==> src/rtl/cmp_arbiter_pkg.sv <==
// Shared definitions for the compare arbiter: op-code constants and the
// result-select helper used by every comparator built on cmp_unit.
package cmp_arbiter_pkg;

    localparam int CMP_OP_W = 3;

    localparam logic [CMP_OP_W-1:0] CMP_OP_LT = 3'd0;
    localparam logic [CMP_OP_W-1:0] CMP_OP_LE = 3'd1;
    localparam logic [CMP_OP_W-1:0] CMP_OP_GT = 3'd2;
    localparam logic [CMP_OP_W-1:0] CMP_OP_GE = 3'd3;
    localparam logic [CMP_OP_W-1:0] CMP_OP_EQ = 3'd4;
    localparam logic [CMP_OP_W-1:0] CMP_OP_NE = 3'd5;

    // Derives every relation from one less-than and one equality; reserved codes give 0.
    function automatic logic cmp_select(
        input logic                lt,
        input logic                eq,
        input logic [CMP_OP_W-1:0] op
    );
        logic q;
        case (op)
            CMP_OP_LT: q = lt;
            CMP_OP_LE: q = lt | eq;
            CMP_OP_GT: q = ~(lt | eq);
            CMP_OP_GE: q = ~lt;
            CMP_OP_EQ: q = eq;
            CMP_OP_NE: q = ~eq;
            default:   q = 1'b0;
        endcase
        return q;
    endfunction

endpackage

==> src/rtl/cmp_unit.sv <==
// Purely combinational W-bit comparator: signed/unsigned relational ops plus EQ/NE.
module cmp_unit
    import cmp_arbiter_pkg::*;
#(
    parameter int W = 32
) (
    input  logic [W-1:0]        a_i,
    input  logic [W-1:0]        b_i,
    input  logic [CMP_OP_W-1:0] op_i,
    input  logic                is_signed_i,
    output logic                q_o
);

    logic lt_s;
    logic eq_s;

    // Signed less-than reuses the unsigned comparator by flipping both sign bits.
    always_comb begin
        eq_s = (a_i == b_i);
        if (is_signed_i) begin
            lt_s = ({~a_i[W-1], a_i[W-2:0]} < {~b_i[W-1], b_i[W-2:0]});
        end else begin
            lt_s = (a_i < b_i);
        end
        q_o = cmp_select(lt_s, eq_s, op_i);
    end

endmodule

==> src/rtl/cmp_arbiter.sv <==
// Round-robin arbiter sharing one registered cmp_unit among N requesters.
// Optional saturating per-requester grant counters: define CMP_ARB_STATS_EN.
module cmp_arbiter
    import cmp_arbiter_pkg::*;
#(
    parameter  int N     = 4,
    parameter  int W     = 32,
    parameter  int CNT_W = 16,
    localparam int IW    = $clog2(N)
) (
    input  logic                  clk,
    input  logic                  rst,
    input  logic [N-1:0]          req_i,
    input  logic [CMP_OP_W*N-1:0] op_i,
    input  logic [N-1:0]          signed_i,
    input  logic [W*N-1:0]        a_i,
    input  logic [W*N-1:0]        b_i,
    output logic [N-1:0]          gnt_o,
    output logic                  rsp_valid_o,
    output logic [IW-1:0]         rsp_id_o,
    output logic                  rsp_q_o,
    input  logic                  rsp_ready_i
`ifdef CMP_ARB_STATS_EN
    ,
    output logic [CNT_W*N-1:0]    grant_cnt_o
`endif
);

    localparam logic [1:0] ST_IDLE = 2'd0;
    localparam logic [1:0] ST_CALC = 2'd1;
    localparam logic [1:0] ST_RESP = 2'd2;

    if (N < 2) begin : g_bad_n
        $error("cmp_arbiter: N must be at least 2");
    end
    if (CNT_W < 1) begin : g_bad_cnt_w
        $error("cmp_arbiter: CNT_W must be at least 1");
    end
    if (W < 2) begin : g_bad_w
        $error("cmp_arbiter: W must be at least 2");
    end

    logic [1:0]          state_q;
    logic [1:0]          state_d;
    logic [IW-1:0]       ptr_q;
    logic [IW-1:0]       ptr_d;
    logic [IW-1:0]       rsp_id_q;
    logic                rsp_q_q;
    logic [W-1:0]        a_q;
    logic [W-1:0]        b_q;
    logic [CMP_OP_W-1:0] op_q;
    logic                sgn_q;

    logic [IW:0]         idx_s;
    logic [IW-1:0]       win_s;
    logic                found_s;
    logic                take_s;
    logic [N-1:0]        gnt_s;
    logic [W-1:0]        a_sel_s;
    logic [W-1:0]        b_sel_s;
    logic [CMP_OP_W-1:0] op_sel_s;
    logic                sgn_sel_s;
    logic                cmp_q_s;

    // Round-robin search: first set request at or above ptr, wrapping past N-1.
    always_comb begin
        win_s   = '0;
        found_s = 1'b0;
        idx_s   = '0;
        for (int i = 0; i < N; i++) begin
            idx_s = {1'b0, ptr_q} + (IW+1)'(i);
            if (idx_s >= (IW+1)'(N)) begin
                idx_s = idx_s - (IW+1)'(N);
            end else begin
                idx_s = idx_s;
            end
            if (!found_s && req_i[idx_s[IW-1:0]]) begin
                found_s = 1'b1;
                win_s   = idx_s[IW-1:0];
            end else begin
                found_s = found_s;
            end
        end
    end

    assign take_s = (state_q == ST_IDLE) && found_s;

    // Grant pulse is combinational so the requester sees it in its capture cycle.
    always_comb begin
        gnt_s = '0;
        if (take_s && !rst) begin
            gnt_s[win_s] = 1'b1;
        end else begin
            gnt_s = '0;
        end
    end

    // Operand mux selecting the winning requester's lane.
    always_comb begin
        a_sel_s   = '0;
        b_sel_s   = '0;
        op_sel_s  = '0;
        sgn_sel_s = 1'b0;
        for (int k = 0; k < N; k++) begin
            if (win_s == IW'(k)) begin
                a_sel_s   = a_i[k*W +: W];
                b_sel_s   = b_i[k*W +: W];
                op_sel_s  = op_i[k*CMP_OP_W +: CMP_OP_W];
                sgn_sel_s = signed_i[k];
            end else begin
                a_sel_s   = a_sel_s;
            end
        end
    end

    cmp_unit #(
        .W (W)
    ) u_cmp (
        .a_i         (a_q),
        .b_i         (b_q),
        .op_i        (op_q),
        .is_signed_i (sgn_q),
        .q_o         (cmp_q_s)
    );

    // FSM next state; ptr advances past the winner only on the response handshake.
    always_comb begin
        state_d = state_q;
        ptr_d   = ptr_q;
        case (state_q)
            ST_IDLE: begin
                if (found_s) begin
                    state_d = ST_CALC;
                end else begin
                    state_d = ST_IDLE;
                end
            end
            ST_CALC: begin
                state_d = ST_RESP;
            end
            ST_RESP: begin
                if (rsp_ready_i) begin
                    state_d = ST_IDLE;
                    if (rsp_id_q == IW'(N-1)) begin
                        ptr_d = '0;
                    end else begin
                        ptr_d = rsp_id_q + IW'(1);
                    end
                end else begin
                    state_d = ST_RESP;
                end
            end
            default: begin
                state_d = ST_IDLE;
            end
        endcase
    end

    // State, pointer, operand latches and response register.
    always_ff @(posedge clk or posedge rst) begin
        if (rst) begin
            state_q  <= ST_IDLE;
            ptr_q    <= '0;
            rsp_id_q <= '0;
            rsp_q_q  <= 1'b0;
            a_q      <= '0;
            b_q      <= '0;
            op_q     <= '0;
            sgn_q    <= 1'b0;
        end else begin
            state_q <= state_d;
            ptr_q   <= ptr_d;
            if (take_s) begin
                a_q      <= a_sel_s;
                b_q      <= b_sel_s;
                op_q     <= op_sel_s;
                sgn_q    <= sgn_sel_s;
                rsp_id_q <= win_s;
            end
            if (state_q == ST_CALC) begin
                rsp_q_q <= cmp_q_s;
            end
        end
    end

    assign gnt_o       = gnt_s;
    assign rsp_valid_o = (state_q == ST_RESP);
    assign rsp_id_o    = rsp_id_q;
    assign rsp_q_o     = rsp_q_q;

`ifdef CMP_ARB_STATS_EN
    logic [CNT_W-1:0] cnt_q [N];

    // Per-requester grant counters, saturating at all-ones.
    always_ff @(posedge clk or posedge rst) begin
        if (rst) begin
            for (int k = 0; k < N; k++) begin
                cnt_q[k] <= '0;
            end
        end else begin
            for (int k = 0; k < N; k++) begin
                if (gnt_s[k] && (cnt_q[k] != {CNT_W{1'b1}})) begin
                    cnt_q[k] <= cnt_q[k] + CNT_W'(1);
                end
            end
        end
    end

    // Flatten counters onto the output bus.
    always_comb begin
        grant_cnt_o = '0;
        for (int k = 0; k < N; k++) begin
            grant_cnt_o[k*CNT_W +: CNT_W] = cnt_q[k];
        end
    end
`endif

endmodule
==> config.mk <==
export PLATFORM = sky130hd
export DESIGN_NAME = cmp_arbiter
export DESIGN_NICKNAME = d
export VERILOG_FILES = /design/src/rtl/cmp_arbiter_pkg.sv /design/src/rtl/cmp_unit.sv /design/src/rtl/cmp_arbiter.sv
export SDC_FILE = /design/constraint.sdc
export NUM_CORES = 1
export LEC_CHECK = 0
export ABC_AREA = 1
export CAP_MARGIN = 20
export CORE_UTILIZATION = 48
export DETAILED_ROUTE_END_ITERATION = 16
export HOLD_SLACK_MARGIN = 0.05
export PLACE_DENSITY = 0.89
export SYNTH_ARGS = -nofsm -noshare
export SYNTH_HDL_FRONTEND = slang
export SYNTH_SLANG_ARGS = --single-unit
==> constraint.sdc <==
create_clock -name clk -period 6.6 [get_ports clk]
set_input_delay 0.99 -clock clk [delete_from_list [all_inputs] [get_ports clk]]
set_output_delay 0.99 -clock clk [all_outputs]
set_load 0.01 [all_outputs]
==> impl_metrics.env, run 1 <==
export IMPL_start_kind="input pin"
export IMPL_row_count=43
export IMPL_clk_latency_ns=0.33
export IMPL_postRouteWirelength_um=22350
export IMPL_worstPathArrival_ns=3.99
export IMPL_vias=8207
export IMPL_maxCapViolCount=0
export IMPL_rr_startpoint="ptr_q[0]"
export IMPL_cts_tree="done"
export IMPL_grt_usage_pct=29.98
export IMPL_cts_buffers=9
export IMPL_grtUsageMet2_pct=51.33
export IMPL_hpwl_um=16670
export IMPL_path_max_fanout=42
export IMPL_nNetsFinal=1842
export IMPL_synth_top_area_share_pct=28.56
export IMPL_cts_sinks=75
export IMPL_ctsHoldBuffers=0
export IMPL_vias_per_cell=4.791
export IMPL_synth_distinct_cells=28
export IMPL_cp_end_kind="primary output"
export IMPL_synth_commonest_cells="nand2_1 (537), inv_1 (267), nor2_1 (146)"
export IMPL_grt_pass1_wl_um=35130
export IMPL_die_width_um=123.3
export IMPL_drt_pass1_iter_count=7
export IMPL_reg2reg_setup_slack_ns=2.64
export IMPL_hold_end="b_q[18]"
export IMPL_min_from="b_q[18]"
export IMPL_drive_gt1_share_pct=2.609
export IMPL_use_met1_pct=36.87
export IMPL_slew_headroom_pct=34.29
export IMPL_worstMarginPinSlew_ns=0.9833
export IMPL_dr_first_iter_drc_count=500
export IMPL_cts_resized=0
export IMPL_routabilityCongestion=1.010
export IMPL_avgSynthCellArea_um2=5.527
export IMPL_rsz0062_at_grt="no"
export IMPL_yosysWarningCount=0
export IMPL_grtUsageMet3_pct=5.858
export IMPL_post_route_period_util_pct=75.47
export IMPL_dieHeight_um=123.3
export IMPL_fin_tns_setup_ns=0
export IMPL_reg2reg_depth=16
export IMPL_async_flop_share_pct=100.0
export IMPL_synth_edf_count=0
export IMPL_hold_path_depth=2
export IMPL_rr_endpoint="b_q[2]"
export IMPL_hold_viol=0
export IMPL_yosysMostFrequentCell="nand2_1"
export IMPL_fp_coreArea_um2=14100
export IMPL_fillCellCount=1217
export IMPL_peakVddDrop_mv=0.3216
export IMPL_synth_area_um2=7058
export IMPL_drc=0
export IMPL_antenna_left=0
export IMPL_finalNonFillerCells=1713
export IMPL_path_clk_slew_ns=0.06
export IMPL_htreeDepth=3
export IMPL_maxSlewViolCount=0
export IMPL_multi_input_area_um2=3859
export IMPL_min_path_type="flip-flop to flip-flop"
export IMPL_required_ns=5.61
export IMPL_initial_utilization_pct=50.07
export IMPL_synth_nets=1590
export IMPL_power_leakage_uw=0.005896
export IMPL_port_buffers=286
export IMPL_post_cts_buffers=0
export IMPL_wl_per_cell_um=13.04
export IMPL_ys_flop_type="dfrtp_1"
export IMPL_cts_root_buf="clkbuf_16"
export IMPL_synth_area_leaders="nand2_1 (29%), dfrtp_1 (27%), inv_1 (14%), nand3_1 (8.0%), nor2_1 (7.8%)"
export IMPL_period_minus_slack_ns=4.981
export IMPL_yosysSeqAreaShare_pct=26.59
export IMPL_grt_pass1_vias=7491
export IMPL_top_usage_layer="met2"
export IMPL_dp_cells=1698
export IMPL_num_antenna_cells=0
export IMPL_antenna_found_initial=0
export IMPL_cts_buffer_depth=2
export IMPL_grt_max_degree=76
export IMPL_setup_viol_count_final=0
export IMPL_area_growth_syn_to_layout_pct=45.31
export IMPL_grt_overflow_total=0
export IMPL_fmax_ghz=0.2008
export IMPL_clock_skew_ns=0.004782
export IMPL_crit_type="input pin to primary output"
export IMPL_yosysTopAreaCell="nand2_1"
export IMPL_ioPinCount=287
export IMPL_ys_ff_latch=75
export IMPL_outcome="finished, final reports clean"
export IMPL_dieArea_um2=15190
export IMPL_regArea_um2=1877
export IMPL_power_density_nw_per_um2=507.6
export IMPL_synth_cells=1277
[cell type report]
| type | count | area share (%) |
|---|---|---|
| Clock buffer | 11 | 2.464 |
| Inverter | 272 | 9.967 |
| Clock inverter | 4 | 0.9516 |
| Multi-Input combinational cell | 877 | 37.62 |
| Timing Repair Buffer | 294 | 28.50 |
| Tap cell | 180 | 2.196 |
| Sequential cell | 75 | 18.30 |
[kinds of logic (layout without fill, tap and decap cells)]
family          count (synthesis)  in the layout  synth area share, %
compound gates                 27             27                2.145
fa+ha+maj                      34             34                6.027
buf+inv                       325            581                18.81
flops                          75             75                26.59
simple gates                  816            816                46.43
[power breakdown]
part | internal (uW) | switching (uW)
Combinational | 1270 | 2470
Sequential | 719 | 169
Clock | 388 | 184
[cells in the final DEF, fill, tap and decap left out, drive strengths merged, types with 4 or more instances in the layout]
cell type	count
ha	34
nor2	150
inv	271
nor3	4
o21ai	8
a21oi	14
dfrtp	75
clkbuf	11
buf	8
nand3	116
clkdlybuf4s50	286
nand4	6
nand2	539
[flip-flops by register name, indices dropped and copies added (netlist names)]
| signal | flops |
|---|---|
| sgn_q | 1 |
| rsp_id_o | 2 |
| rsp_q_o | 1 |
| ptr_q | 2 |
| op_q | 3 |
| a_q | 32 |
| state_q | 2 |
| b_q | 32 |
[per-layer routing]
layer	up-vias	part of all wire, %
met5	-	0
met4	0	3.2
met3	58	8.9
met2	349	47
met1	3572	41
li1	4228	-
[critical path: stages]
cell and delay (ns):
clkdlybuf4s50_1 0.49, inv_1 0.07, nand2_1 0.07, nand2_1 0.08, nand2_1 0.07, nand2_1 0.11
a21oi_1 0.16, nand2_1 0.08, nand2_2 0.68, inv_1 0.36, nor3_1 0.26, clkdlybuf4s50_1 0.56
[through the flow]
step / worst slack, ns / hold WS, ns / power, uW / instance area [um^2] / utilization (%)
after floorplan: 2.397 / 0.4488 / 3721 / 7058 / -
after global placement: 1.804 / 0.4630 / 4485 / 9906 / 70.27
after detailed placement: 1.737 / 0.4669 / 4603 / 9906 / 70.27
after CTS: 1.727 / 0.4817 / 5219 / 10260 / 72.76
after global routing: 1.407 / 0.4960 / 5810 / 10260 / 72.76
final: 1.619 / 0.4788 / 5206 / 10260 / 72.76
[how the worst max path moves through the flow]
stage,from,end
6_report,req_i[1],gnt_o[2]
5_1_grt,req_i[0],gnt_o[2]
4_1_cts,req_i[1],gnt_o[2]
3_5_place_dp,req_i[1],gnt_o[2]
3_3_place_gp,req_i[1],gnt_o[2]
2_1_floorplan,rst,gnt_o[1]
Note: power is estimated with default switching activity, not from simulation.
==> run 2: changes to the inputs <==
CORE_UTILIZATION = 45   (was 48)
PLACE_DENSITY = 0.84   (was 0.89)
clock period = 4.8 ns   (was 6.6 ns; I/O delays follow)
==> run 2 against run 1 <==
Net effect:
- power increased by 36%
- first-iteration DRC count increased by 8.6%
- sequential share of layout area about the same
- global-route usage decreased by 1.8 points
- final cell count increased by 1.9%
- sequential power increased by 37%
- setup slack got worse by 0.81 ns
- worst hold slack improved by 0.0010 ns
- flip-flop and latch count unchanged
- critical endpoint unchanged
- largest power group unchanged
- highest routed layer unchanged
==> impl_metrics.env, run 2 (synthesized netlist as in run 1, its figures left out) <==
export IMPL_final_common_cell="nand2_1"
export IMPL_rsz0062_at_grt="no"
export IMPL_clkPwrFrac_pct=9.6
export IMPL_critPathBufInv=4
export IMPL_vias_per_cell=4.627
export IMPL_clock_skew_ns=0.007538
export IMPL_period_minus_slack_ns=3.992
export IMPL_cpLargestDelayFamily="buffers and inverters"
export IMPL_p_seq_share_pct=17.2
export IMPL_rr_endpoint="a_q[0]"
export IMPL_vias=8078
export IMPL_cts_sinks=75
export IMPL_wl_per_cell_um=12.71
export IMPL_switchingPower_uw=3908
export IMPL_clk_latency_ns=0.33
export IMPL_max_stage_delay_ns=0.56
export IMPL_row_count=45
export IMPL_power_leakage_uw=0.005887
export IMPL_grt_max_degree=80
export IMPL_hold_viol=0
export IMPL_maxSlewViolCount=0
export IMPL_cts_resized=0
export IMPL_path_clk_slew_ns=0.06
export IMPL_hold_path_depth=2
export IMPL_drc=0
export IMPL_cp_end_kind="primary output"
export IMPL_maxCapViolCount=0
export IMPL_drive_gt1_share_pct=2.801
export IMPL_port_buffers=286
export IMPL_peakVddDrop_mv=0.5289
export IMPL_worstPathArrival_ns=3.27
export IMPL_fmax_ghz=0.2505
export IMPL_antenna_found_initial=0
export IMPL_antenna_left=0
export IMPL_final_design_area_no_fill_um2=10270
export IMPL_regArea_um2=1877
export IMPL_required_ns=4.08
export IMPL_power_density_nw_per_um2=690.8
export IMPL_die_width_um=127.2
export IMPL_rr_startpoint="ptr_q[0]"
export IMPL_cts_tree="done"
export IMPL_fin_tns_setup_ns=0
export IMPL_fillCellCount=1408
export IMPL_p_int_uw=3184
export IMPL_post_route_period_util_pct=83.18
export IMPL_start_kind="input pin"
export IMPL_dr_first_iter_drc_count=543
export IMPL_postRouteWirelength_um=22200
export IMPL_reg_top3="a_q (32), b_q (32), op_q (3)"
export IMPL_final_cell_mix="nand2_1 (537), clkdlybuf4s50_1 (285), inv_1 (266), nor2_1 (146), nand3_1 (113)"
export IMPL_nNetsFinal=1843
export IMPL_outcome="finished, final reports clean"
export IMPL_switching_share_pct=55.11
export IMPL_setup_viol_count_final=0
export IMPL_ctsHoldBuffers=0
export IMPL_worstMarginPinSlew_ns=0.9589
export IMPL_htreeDepth=3
export IMPL_path_max_fanout=22
export IMPL_crit_path_top_delay_cell="clkdlybuf4s50_1"
export IMPL_dieArea_um2=16190
export IMPL_multi_input_area_um2=3859
export IMPL_p_total_uw=7092
export IMPL_min_path_type="flip-flop to flip-flop"
export IMPL_post_cts_buffers=0
export IMPL_reg2reg_setup_slack_ns=1.08
export IMPL_grt_usage_pct=28.19
export IMPL_fp_coreArea_um2=15260
export IMPL_cts_buffers=9
export IMPL_fin_hold_ws_ns=0.4798
export IMPL_cts_buffer_depth=2
export IMPL_num_antenna_cells=0
export IMPL_area_growth_syn_to_layout_pct=45.45
export IMPL_grt_pass1_vias=7569
export IMPL_startpoint="req_i[0]"
export IMPL_final_util_pct=67.28
export IMPL_grt_pass1_wl_um=36360
export IMPL_place_area_um2=9962
export IMPL_cp_depth=12
export IMPL_grt_overflow_total=0
export IMPL_ioPinCount=287
export IMPL_slew_headroom_pct=36.07
export IMPL_drt_pass1_iter_count=5
export IMPL_crit_end="gnt_o[2]"
export IMPL_reg2reg_depth=17
export IMPL_crit_chain="clkdlybuf4s50_1 -> inv_1 -> nand2_1 -> nand3_2 -> nand2_1 -> nor2_1 -> nor2_1 -> nand2_1 -> nand2_2 -> inv_1 -> nor3_1 -> clkdlybuf4s50_1"
export IMPL_crit_top_cell="nand2_1"
export IMPL_min_from="b_q[20]"
export IMPL_initial_utilization_pct=46.26
export IMPL_routabilityCongestion=0.8825
export IMPL_cts_root_buf="clkbuf_16"
export IMPL_hpwl_um=17000
export IMPL_dieHeight_um=127.2
export IMPL_p_comb_share_pct=73.2
export IMPL_crit_type="input pin to primary output"
run 2: cell count changes in the layout (fill, tap and decap cells not counted), sizes merged:
cell	before	now
clkbuf	11	10
clkdlybuf4s50	286	285
clkinv	1	5
buf	8	10
bufinv	3	1
run 2: per-layer routing:
metal	up-vias	share of wire, %	GRT usage (%)
li1	4225	-	-
met1	3536	45	37.44
met2	290	47	48.42
met3	27	6.4	4.397
met4	0	1.6	6.092
met5	-	0	0
run 2: worst min-delay path by stage:
| stage | end | slack (ns) |
|---|---|---|
| after global placement | b_q[1] | 0.46 |
| after CTS | b_q[1] | 0.48 |
| after floorplan | a_q[0] | 0.45 |
| final | b_q[20] | 0.48 |
| after global routing | b_q[16] | 0.50 |
| after detailed placement | b_q[1] | 0.46 |
run 2: area by class of cell:
type / instances / area share [%]
Sequential cell: 75 / 18.28
Tap cell: 211 / 2.572
Timing Repair Buffer: 295 / 28.64
Multi-Input combinational cell: 877 / 37.59
Clock inverter: 6 / 0.6338
Clock buffer: 10 / 2.328
Inverter: 272 / 9.957
run 2: metrics by stage:
step | instances | setup WS [ns]
global placement | 1730 | 0.7942
CTS | 1746 | 0.8531
global route | 1746 | 0.5338
detailed placement | 1730 | 0.7624
floorplan | 1277 | 1.137
finish | 1746 | 0.8075
run 2: worst register-to-register path, cell delays in order (launching register included):
cell     delay, ns
dfrtp_1       0.62
inv_2         0.19
nand2_1       0.10
nand2_1       0.09
nand2_1       0.11
nand2_1       0.06
nor2_1        0.13
nand3_1       0.09
nand2_1       0.08
nand2_2       0.29
nor2_4        0.19
buf_4         0.47
buf_4         0.73
nand2_1       0.20
nand2_1       0.09
inv_1         0.04
nand2_1       0.08
nand2_1       0.06
run 2: power by group through the flow:
| stage | Sequential (uW) | Clock (uW) | Combinational, uW |
|---|---|---|---|
| 2_1_floorplan | 1140 | 0 | 3970 |
| 3_3_place_gp | 1220 | 0 | 5070 |
| 3_5_place_dp | 1220 | 0 | 5200 |
| 4_1_cts | 1220 | 691 | 5230 |
| 5_1_grt | 1260 | 720 | 6000 |
| 6_report | 1220 | 680 | 5190 |
==> run 3: changes to the inputs <==
clock period = 4.06 ns   (was 4.8 ns; I/O delays follow)
==> run 3 against run 2 <==
Net effect:
- die area stayed put
- largest power group unchanged
- flip-flop and latch count stayed put
- sequential share of layout area is 0.095 points lower
- via count is 0.12% higher
- critical path depth stayed put
- global-route usage is 0.47 points lower
- combinational power is 19% higher
- clock-buffer cell count stayed put
- highest routed layer unchanged
==> impl_metrics.env, run 3 (synthesized netlist as in run 1, its figures left out) <==
export IMPL_outcome="finished, final reports clean"
export IMPL_cpLargestDelayFamily="buffers and inverters"
export IMPL_power_density_nw_per_um2=822.5
export IMPL_grt_pass1_wl_um=35470
export IMPL_final_common_cell="nand2_1"
export IMPL_port_buffers=286
export IMPL_rsz0062_at_grt="no"
export IMPL_required_ns=3.45
export IMPL_setup_viol_count_final=0
export IMPL_cts_resized=0
export IMPL_start_kind="input pin"
export IMPL_final_cell_mix="nand2_1 (537), clkdlybuf4s50_1 (285), inv_1 (266), nor2_1 (146), nand3_1 (113)"
export IMPL_initial_utilization_pct=46.26
export IMPL_post_route_period_util_pct=87.80
export IMPL_dr_first_iter_drc_count=519
export IMPL_htreeDepth=3
export IMPL_min_path_type="flip-flop to flip-flop"
export IMPL_cts_tree="done"
export IMPL_grt_overflow_total=0
export IMPL_p_total_uw=8488
export IMPL_cts_root_buf="clkbuf_16"
export IMPL_path_max_fanout=16
export IMPL_fp_coreArea_um2=15260
export IMPL_clk_latency_ns=0.33
export IMPL_grt_pass1_vias=7375
export IMPL_reg_top3="a_q (32), b_q (32), op_q (3)"
export IMPL_slew_headroom_pct=41.06
export IMPL_fillCellCount=1327
export IMPL_peakVddDrop_mv=0.8244
export IMPL_ctsHoldBuffers=0
export IMPL_drt_pass1_iter_count=5
export IMPL_dieHeight_um=127.2
export IMPL_drive_gt1_share_pct=3.054
export IMPL_cp_end_kind="primary output"
export IMPL_vias_per_cell=4.622
export IMPL_num_antenna_cells=0
export IMPL_maxSlewViolCount=0
export IMPL_cts_sinks=75
export IMPL_power_leakage_uw=0.005913
export IMPL_post_cts_buffers=0
export IMPL_nNetsFinal=1847
export IMPL_antenna_left=0
export IMPL_hpwl_um=16620
export IMPL_crit_type="input pin to primary output"
export IMPL_die_width_um=127.2
export IMPL_antenna_found_initial=0
export IMPL_grt_max_degree=131
export IMPL_fin_tns_setup_ns=0
export IMPL_finalNonFillerCells=1750
export IMPL_hold_viol=0
export IMPL_maxCapViolCount=0
export IMPL_postRouteWirelength_um=22000
export IMPL_crit_top_cell="nand2_1"
export IMPL_grt_usage_pct=27.72
export IMPL_cts_buffer_depth=2
export IMPL_clock_skew_ns=0.008167
export IMPL_wl_per_cell_um=12.57
export IMPL_worstMarginPinSlew_ns=0.8841
export IMPL_crit_path_top_delay_cell="clkdlybuf4s50_1"
export IMPL_area_growth_syn_to_layout_pct=46.22
export IMPL_row_count=45
export IMPL_critPathBufInv=4
export IMPL_worstPathArrival_ns=2.96
export IMPL_dieArea_um2=16190
export IMPL_routabilityCongestion=0.8571
export IMPL_vias=8088
export IMPL_fmax_ghz=0.2805
export IMPL_path_clk_slew_ns=0.06
export IMPL_max_stage_delay_ns=0.56
export IMPL_reg2reg_setup_slack_ns=1.00
export IMPL_ioPinCount=287
export IMPL_period_minus_slack_ns=3.565
export IMPL_cts_buffers=9
export IMPL_drc=0
export IMPL_crit_chain="clkdlybuf4s50_1 -> inv_1 -> nand2_1 -> nand3_1 -> nand2_1 -> nor2_1 -> nor2_1 -> nand2_1 -> nand2_2 -> inv_1 -> nor3_1 -> clkdlybuf4s50_1"
export IMPL_dp_cells=1734
## run 3: per-stage QoR
step                cell area [um^2]  setup WS [ns]  hold slack [ns]  util, %
global placement                9992         0.5687           0.4622    65.49
detailed placement              9992         0.5358           0.4671    65.49
CTS                            10320         0.5269           0.4833    67.63
finish                         10320         0.4954           0.4816    67.63
floorplan                       7058         0.6190           0.4488        -
global route                   10320         0.2393           0.4904    67.63
## run 3: path summary, 6_finish.rpt
path                       cells past startpoint      from        to
min in group asynchronous                      3       rst   b_q[12]
max reg2reg                                   16  ptr_q[0]   b_q[10]
max                                           12  req_i[3]  gnt_o[2]
max in group asynchronous                      4       rst   a_q[17]
min                                            2   b_q[14]   b_q[14]
min reg2reg                                    2   b_q[14]   b_q[14]
## run 3: area by class of cell
type	instances	area [um^2]	area share (%)
repair buffers	299	2970	28.78
clock inverters	6	88.84	0.8608
inverters	272	1022	9.905
well taps	211	264.0	2.558
multi-input cells	877	3859	37.39
clock buffers	10	239.0	2.316
flip-flops and latches	75	1877	18.19
## run 3: report_power, final
group	total (uW)	switching [uW]	internal, uW
sequential	1430	266	1170
combinational	6180	4050	2140
clock	871	316	555
## run 3: worst register-to-register path, cell delays in order (launching register included)
cell	delay (ns)
dfrtp_1	0.60
inv_2	0.16
nand2_1	0.10
nand2_1	0.09
nand2_1	0.07
nand2_1	0.11
a21oi_1	0.14
nand2_1	0.07
nand2_2	0.28
buf_4	0.28
nand2_1	0.10
inv_2	0.28
buf_4	0.36
nand2_1	0.10
nand3_1	0.13
nand2_1	0.08
nand2_1	0.06
## run 3: layer usage
metal | global-route usage, % | wire length (um) | up-vias
met4 | 5.882 | 253 | 0
met2 | 48.22 | 10360 | 267
met1 | 35.91 | 9925 | 3573
li1 | - | - | 4230
met3 | 5.025 | 1459 | 18
met5 | 0 | 0 | -
